`config.mk`:
```
export PLATFORM = sky130hd
export DESIGN_NAME = mux_sel_arbiter
export DESIGN_NICKNAME = d
export VERILOG_FILES = /design/src/rtl/mux_arb_pkg.sv /design/src/rtl/mux_sel_arbiter_rr_pick.sv /design/src/rtl/mux_sel_arbiter.sv
export SDC_FILE = /design/constraint.sdc
export NUM_CORES = 1
export LEC_CHECK = 0
export BUFFER_PORTS_ARGS = -buffer_cell sky130_fd_sc_hd__buf_2
export CAP_MARGIN = 20
export CORE_MARGIN = 8
export CORE_UTILIZATION = 40
export DETAILED_ROUTE_END_ITERATION = 7
export GPL_ROUTABILITY_DRIVEN = 1
export MAX_ROUTING_LAYER = met4
export SETUP_SLACK_MARGIN = 0.2
export SYNTH_ARGS = -nofsm -noshare
export SYNTH_HDL_FRONTEND = slang
export SYNTH_SLANG_ARGS = --single-unit
```
`constraint.sdc`:
```
create_clock -name clk -period 4.9 [get_ports clk]
set_input_delay 0.98 -clock clk [delete_from_list [all_inputs] [get_ports clk]]
set_output_delay 0.98 -clock clk [all_outputs]
set_load 0.03 [all_outputs]
```
`src/rtl/mux_arb_pkg.sv`:
```
// Shared types and default sizing for the mux select arbiter.
package mux_arb_pkg;

    typedef enum logic {
        IDLE  = 1'b0,
        GRANT = 1'b1
    } state_t;

    localparam int unsigned N_REQ_DEF    = 8;
    localparam int unsigned MAX_HOLD_DEF = 4;

endpackage

```
`src/rtl/mux_sel_arbiter_rr_pick.sv`:
```
// Rotating priority picker: first set bit of req at or above ptr, wrapping to 0.
module rr_pick
    import mux_arb_pkg::*;
#(
    parameter int unsigned N_REQ = N_REQ_DEF,
    parameter int unsigned SEL_W = $clog2(N_REQ)
) (
    input  logic [N_REQ-1:0] req,
    input  logic [SEL_W-1:0] ptr,
    output logic             found,
    output logic [SEL_W-1:0] idx
);

    logic [SEL_W-1:0] k;

    always_comb begin
        found = 1'b0;
        idx   = '0;
        k     = '0;
        for (int unsigned i = 0; i < N_REQ; i++) begin
            k = SEL_W'((32'(ptr) + i) % N_REQ);
            if (!found && req[k]) begin
                found = 1'b1;
                idx   = k;
            end
        end
    end

endmodule

```
`src/rtl/mux_sel_arbiter.sv`:
```
// Round-robin arbiter driving the shared mux select with bounded per-grant bursts.
module mux_sel_arbiter
    import mux_arb_pkg::*;
#(
    parameter int unsigned N_REQ    = N_REQ_DEF,
    parameter int unsigned SEL_W    = $clog2(N_REQ),
    parameter int unsigned MAX_HOLD = MAX_HOLD_DEF
) (
    input  logic             clk,
    input  logic             rst_n,
    input  logic [N_REQ-1:0] req,
    input  logic             ready,
    output logic [SEL_W-1:0] sel,
    output logic [N_REQ-1:0] gnt,
    output logic             valid
);

    localparam int unsigned CNT_W = (MAX_HOLD > 1) ? $clog2(MAX_HOLD) : 1;

    state_t           state;
    logic [SEL_W-1:0] ptr;
    logic [CNT_W-1:0] cnt;

    logic [SEL_W-1:0] sel_inc;
    logic [SEL_W-1:0] pick_ptr;
    logic [SEL_W-1:0] pick_idx;
    logic             pick_found;
    logic             xfer;
    logic             last_xfer;
    logic             release_g;

    assign sel_inc   = (sel == SEL_W'(N_REQ - 1)) ? '0 : sel + 1'b1;
    assign valid     = (state == GRANT) && req[sel];
    assign xfer      = valid && ready;
    assign last_xfer = xfer && (cnt == CNT_W'(MAX_HOLD - 1));
    assign release_g = (state == GRANT) && (!req[sel] || last_xfer);

    // While granted the only pick that matters is the release re-pick, which
    // scans from the slot after the current owner rather than the stored ptr.
    assign pick_ptr  = (state == GRANT) ? sel_inc : ptr;

    rr_pick #(
        .N_REQ (N_REQ),
        .SEL_W (SEL_W)
    ) u_pick (
        .req   (req),
        .ptr   (pick_ptr),
        .found (pick_found),
        .idx   (pick_idx)
    );

    always_ff @(posedge clk or negedge rst_n) begin
        if (!rst_n) begin
            state <= IDLE;
            sel   <= '0;
            gnt   <= '0;
            ptr   <= '0;
            cnt   <= '0;
        end else begin
            case (state)
                IDLE: begin
                    if (pick_found) begin
                        sel   <= pick_idx;
                        gnt   <= {{(N_REQ-1){1'b0}}, 1'b1} << pick_idx;
                        cnt   <= '0;
                        state <= GRANT;
                    end
                end
                GRANT: begin
                    if (release_g) begin
                        ptr <= sel_inc;
                        if (pick_found) begin
                            sel <= pick_idx;
                            gnt <= {{(N_REQ-1){1'b0}}, 1'b1} << pick_idx;
                            cnt <= '0;
                        end else begin
                            gnt   <= '0;
                            state <= IDLE;
                        end
                    end else if (xfer) begin
                        cnt <= cnt + 1'b1;
                    end
                end
                default: state <= IDLE;
            endcase
        end
    end

endmodule

```
# --- Word-level counts from Yosys, hierarchy flattened ---
# Cells that the tools add are included.
totals:
  register_bits: 17
  input_bits: 11
  output_inout_bits: 12
  elab_cells: 102
op_classes:
  addsub: 9
  n_lt_le_gt_ge: 9
  n_eq_ne: 5
  n_shift: 1
  n_mux: 50
  bitwise: 1
  n_reduce_logical: 22
ops:
  columns: ["op", "count"]
  rows:
  - ["less-than comparator 3 x 4 -> 1 bit, second input constant", 9]
  - ["2-to-1 mux 3 bit", 12]
  - ["binary-select mux 1 bit (select 3 bit)", 9]
  - ["2-to-1 mux 8 bit", 3]
  - ["2-to-1 mux 1 bit", 19]
  - ["case mux 8 bit (2 select lines)", 1]
  - ["adder 3 bit, second input constant", 4]
  - ["logical AND 1 bit", 11]
  - ["zero test 1 bit", 8]
  - ["left shift 1 x 3 -> 8 bit, first input constant", 1]
  - ["adder 3 x 1 -> 3 bit, second input constant", 2]
  - ["adder 3 x 2 -> 3 bit, second input constant", 2]
  - ["2-to-1 mux 2 bit", 3]
  - ["case mux 3 bit (2 select lines)", 1]
  - ["case mux 2 bit (2 select lines)", 1]
  - ["AND reduction 2 bit", 2]
  - ["== test 3 bit, second input constant", 1]
  - ["inequality test 3 x 1 -> 1 bit, second input constant", 1]
  - ["adder 2 x 1 -> 2 bit, second input constant", 1]
  - ["== test 2 bit, second input constant", 1]
  - ["inequality test 2 x 1 -> 1 bit, second input constant", 1]
  - ["inequality test 2 bit, second input constant", 1]
  - ["case mux 1 bit (2 select lines)", 1]
  - ["logical OR 1 bit", 1]
  - ["inverter 1 bit", 1]

# --- Logic depth before layout (Yosys ltp) ---
# Gate-level depths: netlist (run 1).
depth:
  ltp_word: 31
  mapped_depth: 15
  depth_no_buf: 14

# --- Modules after synthesis ---
# A second synthesis (run 1) with hierarchy kept.
hier_totals:
  cells_unflattened: 233
  hier_area_um2: 2233.4
by_module_without_submodules:
  columns: ["module", "instances", "cells_per_inst", "area_per_inst_um2", "seq_area_each_um2"]
  rows:
  - ["mux_sel_arbiter", 1, 112, 1152.4, 425.4]
  - ["rr_pick", 1, 121, 1081.0, 0.0]

# --- Worst setup path before layout (run 1) ---
# OpenSTA, ideal clock, no wires.
synth_timing:
  path_type: "register to register"
  from: "register sel[0]"
  to: "register gnt[2]"
  setup_ps: 122
  arrival_ps: 3796
  required_time_ps: 4778
  slack_ps: 982
  path_stages_with_launch: 14
  n_path_buf: 2
  synth_period_minus_slack_ps: 3918
  cell_sequence: "dfrtp_1 -> ha_1 -> mux2i_4 -> inv_2 -> clkbuf_1 -> ha_1 -> xnor2_2 -> mux4_2 -> nand3_1 -> or4_4 -> o21ai_2 -> buf_4 -> nor2_1 -> a32o_1"
synth_between:
  elab_chain_cells: 31
  word_cells_on_any_way: 73
  cone_classes: "8 x add/sub; 3 x eq/ne; 1 x shift; 40 x mux; 21 x reduce/logical"
synth_lines:
  columns: ["item", "line", "rtl"]
  rows:
  - ["start: declaration", "mux_sel_arbiter.sv:13", "output logic [SEL_W-1:0] sel,"]
  - ["start signal: assignment", "mux_sel_arbiter.sv:63", "sel <= pick_idx;"]
  - ["start signal: assignment", "mux_sel_arbiter.sv:73", "sel <= pick_idx;"]
  - ["adder 3 x 1 -> 3 bit / == test 3 bit (equally long branches)", "mux_sel_arbiter.sv:32", "assign sel_inc = (sel == SEL_W'(N_REQ - 1)) ? '0 : sel + 1'b1;"]
  - ["2-to-1 mux 3 bit *", "mux_sel_arbiter.sv:32", null]
  - ["named net sel_inc[1]", "mux_sel_arbiter.sv:24", "logic [SEL_W-1:0] sel_inc;"]
  - ["2-to-1 mux 3 bit *", "mux_sel_arbiter.sv:40", "assign pick_ptr = (state == GRANT) ? sel_inc : ptr;"]
  - ["branches (longest 28 deep; another with adder 3 x 1 -> 3 bit)", null, null]
  - ["end signal: assignment", "mux_sel_arbiter.sv:64", "gnt <= {{(N_REQ-1){1'b0}}, 1'b1} << pick_idx;"]
  - ["end signal: assignment", "mux_sel_arbiter.sv:74", "gnt <= {{(N_REQ-1){1'b0}}, 1'b1} << pick_idx;"]
  - ["end: declaration", "mux_sel_arbiter.sv:14", "output logic [N_REQ-1:0] gnt,"]
# Mark *: on every way through the listed nets, which the timed path passes. The select of a mux whose other input is x is not followed.
# A chain may end at the register's enable or synchronous reset.

# --- Final worst setup path (run 1) ---
layout_timing:
  from: "register sel[0]"
  to: "register gnt[3]"
layout_between:
  elab_chain_cells: 31
  word_cells_on_any_way: 73
  cone_classes: "8 x add/sub; 3 x eq/ne; 1 x shift; 40 x mux; 21 x reduce/logical"
layout_lines:
  columns: ["item"]
  rows:
  - ["branches (longest 31 deep; another with adder 3 x 1 -> 3 bit)"]
# Parallel ways; which one is timed is not known. The select of a mux whose other input is x is not followed.

==> qor.yml, run 1 <==
status:
  outcome: "finished, final reports clean"
detailed_routing:
  vias_per_cell: 6.02
  route.detailed.wl_per_inst_um: 17.4
  drtIter0Drc: 63
  ant_nets: 0
  top_layer: "met4"
  wl_met2_um: 2400
  vias: 1734
  drcViolationCount: 0
  wl_met3_um: 224
  wl_met1_um: 2320
  wl_um: 5020
  first_pass_iters: 4
finish:
  fin_nets: 236
  antenna_cells: 0
  fin_area_um2: 2210
  area_delta_synth_final_pct: 9.94
  final_util_pct: 44.5
  layout-drive-gt1-share_pct: 29.4
worst_setup_path:
  cp_max_fo: 15
  crit_slowest_cell: "or4_4"
  required_ps: 5040
  rr_endpoint: "gnt[3]$_DFFE_PN0P_"
  r2r-start: "sel[0]$_DFFE_PN0P_"
  r2r_slack_ps: 840
  crit_chain: "ha_1 > ha_1 > nor2_1 > mux2i_4 > buf_4 > ha_1 > xnor2_2 > mux4_2 > or4_4 > o21ai_2 > nor2_1 > a32o_1"
  setup.worst_path.end_class: "flip-flop"
  cp_slowest_stage_delay_ps: 590
  cpMostUsedCell: "ha_1"
  reg2reg_depth: 12
  arrival_ps: 4200
  setup.worst_path.start_class: "flip-flop"
  critPathKind: "flip-flop to flip-flop"
clock_tree:
  path_clk_slew_ps: 60
  cts_buffers: 3
  cts.repair.resized: 0
  clockRootBuffer: "clkbuf_8"
  clock_latency_ps: 250
  post_cts_buffers: 0
  cts.sinks: 17
  htreeDepth: 1
  cts_tree: "yes"
  cts_max_path_buffers: 2
  ctsHoldBuffers: 0
synth:
  synthDominantCellAreaShare_pct: 21.1
  yosysMostFrequentCell: "mux2i_1"
  synth_common_cells: "24 x mux2i_1, 19 x nand2_1, 19 x nor2_1"
  ys_seq_area_share_pct: 21.1
  syn-instance-count: 200
  synth_seq_cells: 17
  synth_edf_count: 0
  ys_types: 48
  ys_top_cells_by_area: "dfrtp_1 21%, mux4_2 16%, mux2i_1 12%"
  synth_area_um2: 2010
  synth_nets: 217
  syn_area_per_cell_um2: 10.1
  async_flop_share_pct: 100
  synth_top_area_cell: "dfrtp_1"
  yosysWarnings: 0
  ys.flop_type: "dfrtp_1"
worst_hold_path:
  whs_endpoint: "gnt[6]$_DFFE_PN0P_"
  min_path_type: "flip-flop to flip-flop"
  hp-start: "gnt[6]$_DFFE_PN0P_"
  hold_depth: 2
timing:
  setup_tns_ps: 0
  max-slew-margin-rel_pct: 67.4
  period_share_pct: 82.9
  rsz0062_at_grt: "no"
  clock_skew_ps: 2.33
  setup_slack_ps: 838
  drv_slew: 0
  setup_viol: 0
  fmax_mhz: 246
  hold_violations: 0
  fin_crit_ps: 4060
  tightest_slew_ps: 476
placement:
  dp_hpwl_um: 3870
  pre_cts_slack_ps: 856
  portBuffers: 22
  routabilityCongestion: 0.852
  dpl_cell_area_um2: 2170
die:
  die_height_um: 87.0
  start_util_pct: 40.5
  core-area_um2: 4980
  die-area_um2: 7560
  io_pins: 23
  num_rows: 26
  dieWidth_um: 87.0
grt:
  gr-total-overflow: 0
  grt_pass1_wl_um: 8230
  grt_pass1_vias: 1606
  grt_usage_pct: 14.0
  antenna_found_initial: 0
  grt_max_degree: 18
job:
  drv_cap: 0
## routing by layer
metal	track usage [%]	up-vias
met3	1.51	7
met1	17.8	861
met5	-	-
li1	-	816
met2	22.1	50
met4	5.32	0
## area by class of cell
cell class,instances,area [µm²]
clock buffers,3,41.3
clock inverters,1,5.00
fillers,504,2760
inverters,6,25.0
multi-input cells,166,1500
flip-flops and latches,17,425
well taps,70,87.6
repair buffers,25,133
## metrics by stage
stage          hold WS [ps]  cells
5_1_grt                 499    288
3_5_place_dp            466    284
6_report                473    288
2_1_floorplan           491    200
4_1_cts                 481    288
3_3_place_gp            469    284
## worst max-delay path by stage
stage	startpoint	to	slack, ps
floorplan	sel[0]$_DFFE_PN0P_	gnt[2]$_DFFE_PN0P_	980
global placement	sel[1]$_DFFE_PN0P_	gnt[2]$_DFFE_PN0P_	870
detailed placement	sel[0]$_DFFE_PN0P_	gnt[3]$_DFFE_PN0P_	860
CTS	sel[0]$_DFFE_PN0P_	gnt[3]$_DFFE_PN0P_	840
global route	sel[0]$_DFFE_PN0P_	gnt[3]$_DFFE_PN0P_	640
finish	sel[0]$_DFFE_PN0P_	gnt[3]$_DFFE_PN0P_	840
## worst max-delay path, delay by kind of cell, from the launching register on
| family | cells | cell delay (ps) |
|---|---|---|
| xor gates and xnor gates | 1 | 410 |
| adders and majority gates | 3 | 650 |
| buffers and inverters | 1 | 230 |
| DFF | 1 | 450 |
| muxes | 2 | 600 |
| and+or+nand+nor | 3 | 930 |
| AOI/OAI and AO/OA | 2 | 650 |
## flip-flops by register name, indices dropped and copies added, names as in the netlist
register and count:
state 1, cnt 2, gnt 8, sel 3
ptr 3
## cells in the final DEF (no fill, tap or decap), types with 4 or more instances in the layout
master and instances:
a21oi_1 4, o31ai_1 4, nand3_1 6, mux2_2 8, mux2i_1 24, dfrtp_1 17, nand2b_1 4, nor2_1 19
inv_1 4, a22oi_1 5, mux4_2 14, nand2_1 19, nor3_1 4, a22o_1 5, ha_1 6, buf_2 22
## logic make-up (layout without fill, tap and decap cells)
logic type / Yosys count / after routing / share of synthesized area [%]
buffers and inverters: 17 / 35 / 4.53
AND/OR/NAND/NOR: 60 / 60 / 14.0
adder cells (fa/ha/maj): 6 / 6 / 3.73
AO/OA/AOI/OAI: 47 / 47 / 18.2
multiplexers: 51 / 51 / 36.8
flip-flops: 17 / 17 / 21.1
XOR/XNOR: 2 / 2 / 1.61
Power of run 1 is not shown: default switching activity piles up to over one toggle a cycle in this logic, so the estimate is an artifact.
==> run 2, diff against run 1 <==
- clock period: 4.9 -> 3.8 ns (I/O delays scaled with it)
==> qor.yml, run 2 (synthesis results as in run 1) <==
status:
  outcome: "finished, final reports clean"
clock_tree:
  clockRootBuffer: "clkbuf_8"
  cts.sinks: 17  # unchanged
  cts_tree: "yes"
  htreeDepth: 1  # unchanged
  cts_buffers: 3  # unchanged
  path_clk_slew_ps: 70  # about the same
  cts_max_path_buffers: 2  # unchanged
  clock_latency_ps: 250  # about the same
worst_setup_path:
  r2r_slack_ps: 310  # -530 ps
  required_ps: 3980  # -1060 ps
  setup.worst_path.start_class: "flip-flop"
  arrival_ps: 3670  # -530 ps
  setup.worst_path.end_class: "flip-flop"
  critPathKind: "flip-flop to flip-flop"
  cp_max_fo: 10  # -5
timing:
  hold_violations: 0  # unchanged
  setup_tns_ps: 0  # unchanged
  setup_slack_ps: 310  # -528 ps
  max-slew-margin-rel_pct: 74.5  # +7.1 points
  period_share_pct: 91.8  # +8.9 points
  fin_crit_ps: 3490  # -572 ps
  fmax_mhz: 287  # +16%
  drv_slew: 0  # unchanged
  clock_skew_ps: 1.63  # -0.695 ps
  tightest_slew_ps: 372  # -103 ps
  rsz0062_at_grt: "no"
  setup_viol: 0  # unchanged
grt:
  gr-total-overflow: 0  # unchanged
  grt_max_degree: 18  # unchanged
  grt_pass1_wl_um: 8570  # +4.1%
  grt_usage_pct: 14.4  # +0.47 points
  antenna_found_initial: 0  # unchanged
  grt_pass1_vias: 1693  # +5.4%
die:
  die-area_um2: 7560  # unchanged
  core-area_um2: 4980  # unchanged
  die_height_um: 87.0  # unchanged
  start_util_pct: 40.5  # unchanged
  io_pins: 23  # unchanged
  dieWidth_um: 87.0  # unchanged
  num_rows: 26  # unchanged
placement:
  portBuffers: 22  # unchanged
  pre_cts_slack_ps: 191  # -665 ps
  routabilityCongestion: 0.903  # +6.1%
  dp_hpwl_um: 3940  # +1.8%
detailed_routing:
  wl_um: 5260  # +4.8%
  route.detailed.wl_per_inst_um: 17.2  # -1.0%
  vias: 1762  # +1.6%
  vias_per_cell: 5.78  # -4.0%
  ant_nets: 0  # unchanged
  drtIter0Drc: 99  # +57%
  first_pass_iters: 4  # unchanged
  drcViolationCount: 0  # unchanged
finish:
  layout-drive-gt1-share_pct: 38.3  # +8.9 points
  final_common_cell: "mux2i_1"
  n_fill_cell: 477  # -5.4%
  top_register: "gnt"
  top_regs: "gnt (8), ptr (3), sel (3)"
  largest_reg_flops: 8  # unchanged
  seq_area_um2: 428  # +0.59%
  antenna_cells: 0  # unchanged
  fin_nets: 253  # +7.2%
  final_cell_mix: "23 x mux2i_1, 22 x buf_2, 19 x nand2_1"
  multi_input_area_um2: 1580  # +5.2%
  area_delta_synth_final_pct: 21.1
worst_hold_path:
  min_path_type: "input pin to async pin"
job:
  drv_cap: 0  # unchanged
-- run 2: cell count changes in the layout (fill, tap and decap cells not counted), sizes merged --
cell,change
buf,+17
-- run 2: final cells by class --
class	count	share of cell area [%]
multi-input combinational	166	64.6
sequential	17	17.5
timing repair buffer	42	11.3
tap	70	3.59
clock buffer	3	1.69
inverter	6	1.03
clock inverter	1	0.205
-- run 2: layer usage --
metal / share of wire, % / vias to the layer above / track usage [%]
met3: 3.9 / 8 / 1.60
li1: - / 856 / -
met2: 49 / 42 / 23.0
met4: 1.9 / 0 / 4.69
met5: 0 / - / -
met1: 45 / 856 / 18.6
-- run 2: what timing repair did --
action | in CTS | in global routing
setup buffers | 0 | 8
hold buffers | 0 | 0
resized for setup | 1 | 6
endpoints found under the setup margin | 3 | 11
pin swaps | 0 | 2
-- run 2: worst paths after layout --
path | depth (start not counted) | to | start
max reg2reg | 12 | gnt[1]$_DFFE_PN0P_ | sel[1]$_DFFE_PN0P_
min | 1 | ptr[1]$_DFFE_PN0P_ | rst_n
max | 12 | gnt[1]$_DFFE_PN0P_ | sel[1]$_DFFE_PN0P_
min in group clk | 2 | gnt[4]$_DFFE_PN0P_ | gnt[4]$_DFFE_PN0P_
max in group asynchronous | 1 | sel[1]$_DFFE_PN0P_ | rst_n
min reg2reg | 2 | gnt[4]$_DFFE_PN0P_ | gnt[4]$_DFFE_PN0P_
-- run 2: worst max-delay path, stage by stage, from the launching register on --
cell     delay (ps)
dfrtp_2         460
ha_4            170
ha_1            200
nor2_4          140
mux2i_4         130
buf_6           200
ha_4            310
mux4_2          620
or4_4           600
o21ai_2         160
buf_4           180
and2_1          130
a41o_1          100
-- run 2: per-stage QoR --
step           hold slack, ps  instances  util, %  instance area (µm²)
4_1_cts                   436        297     46.8                 2330
5_1_grt                   440        305     49.0                 2440
3_5_place_dp              465        293     45.8                 2280
3_3_place_gp              467        293     45.8                 2280
6_report                  423        305     49.0                 2440
2_1_floorplan             464        200        -                 2060
Power of run 2 is left out for the same reason.
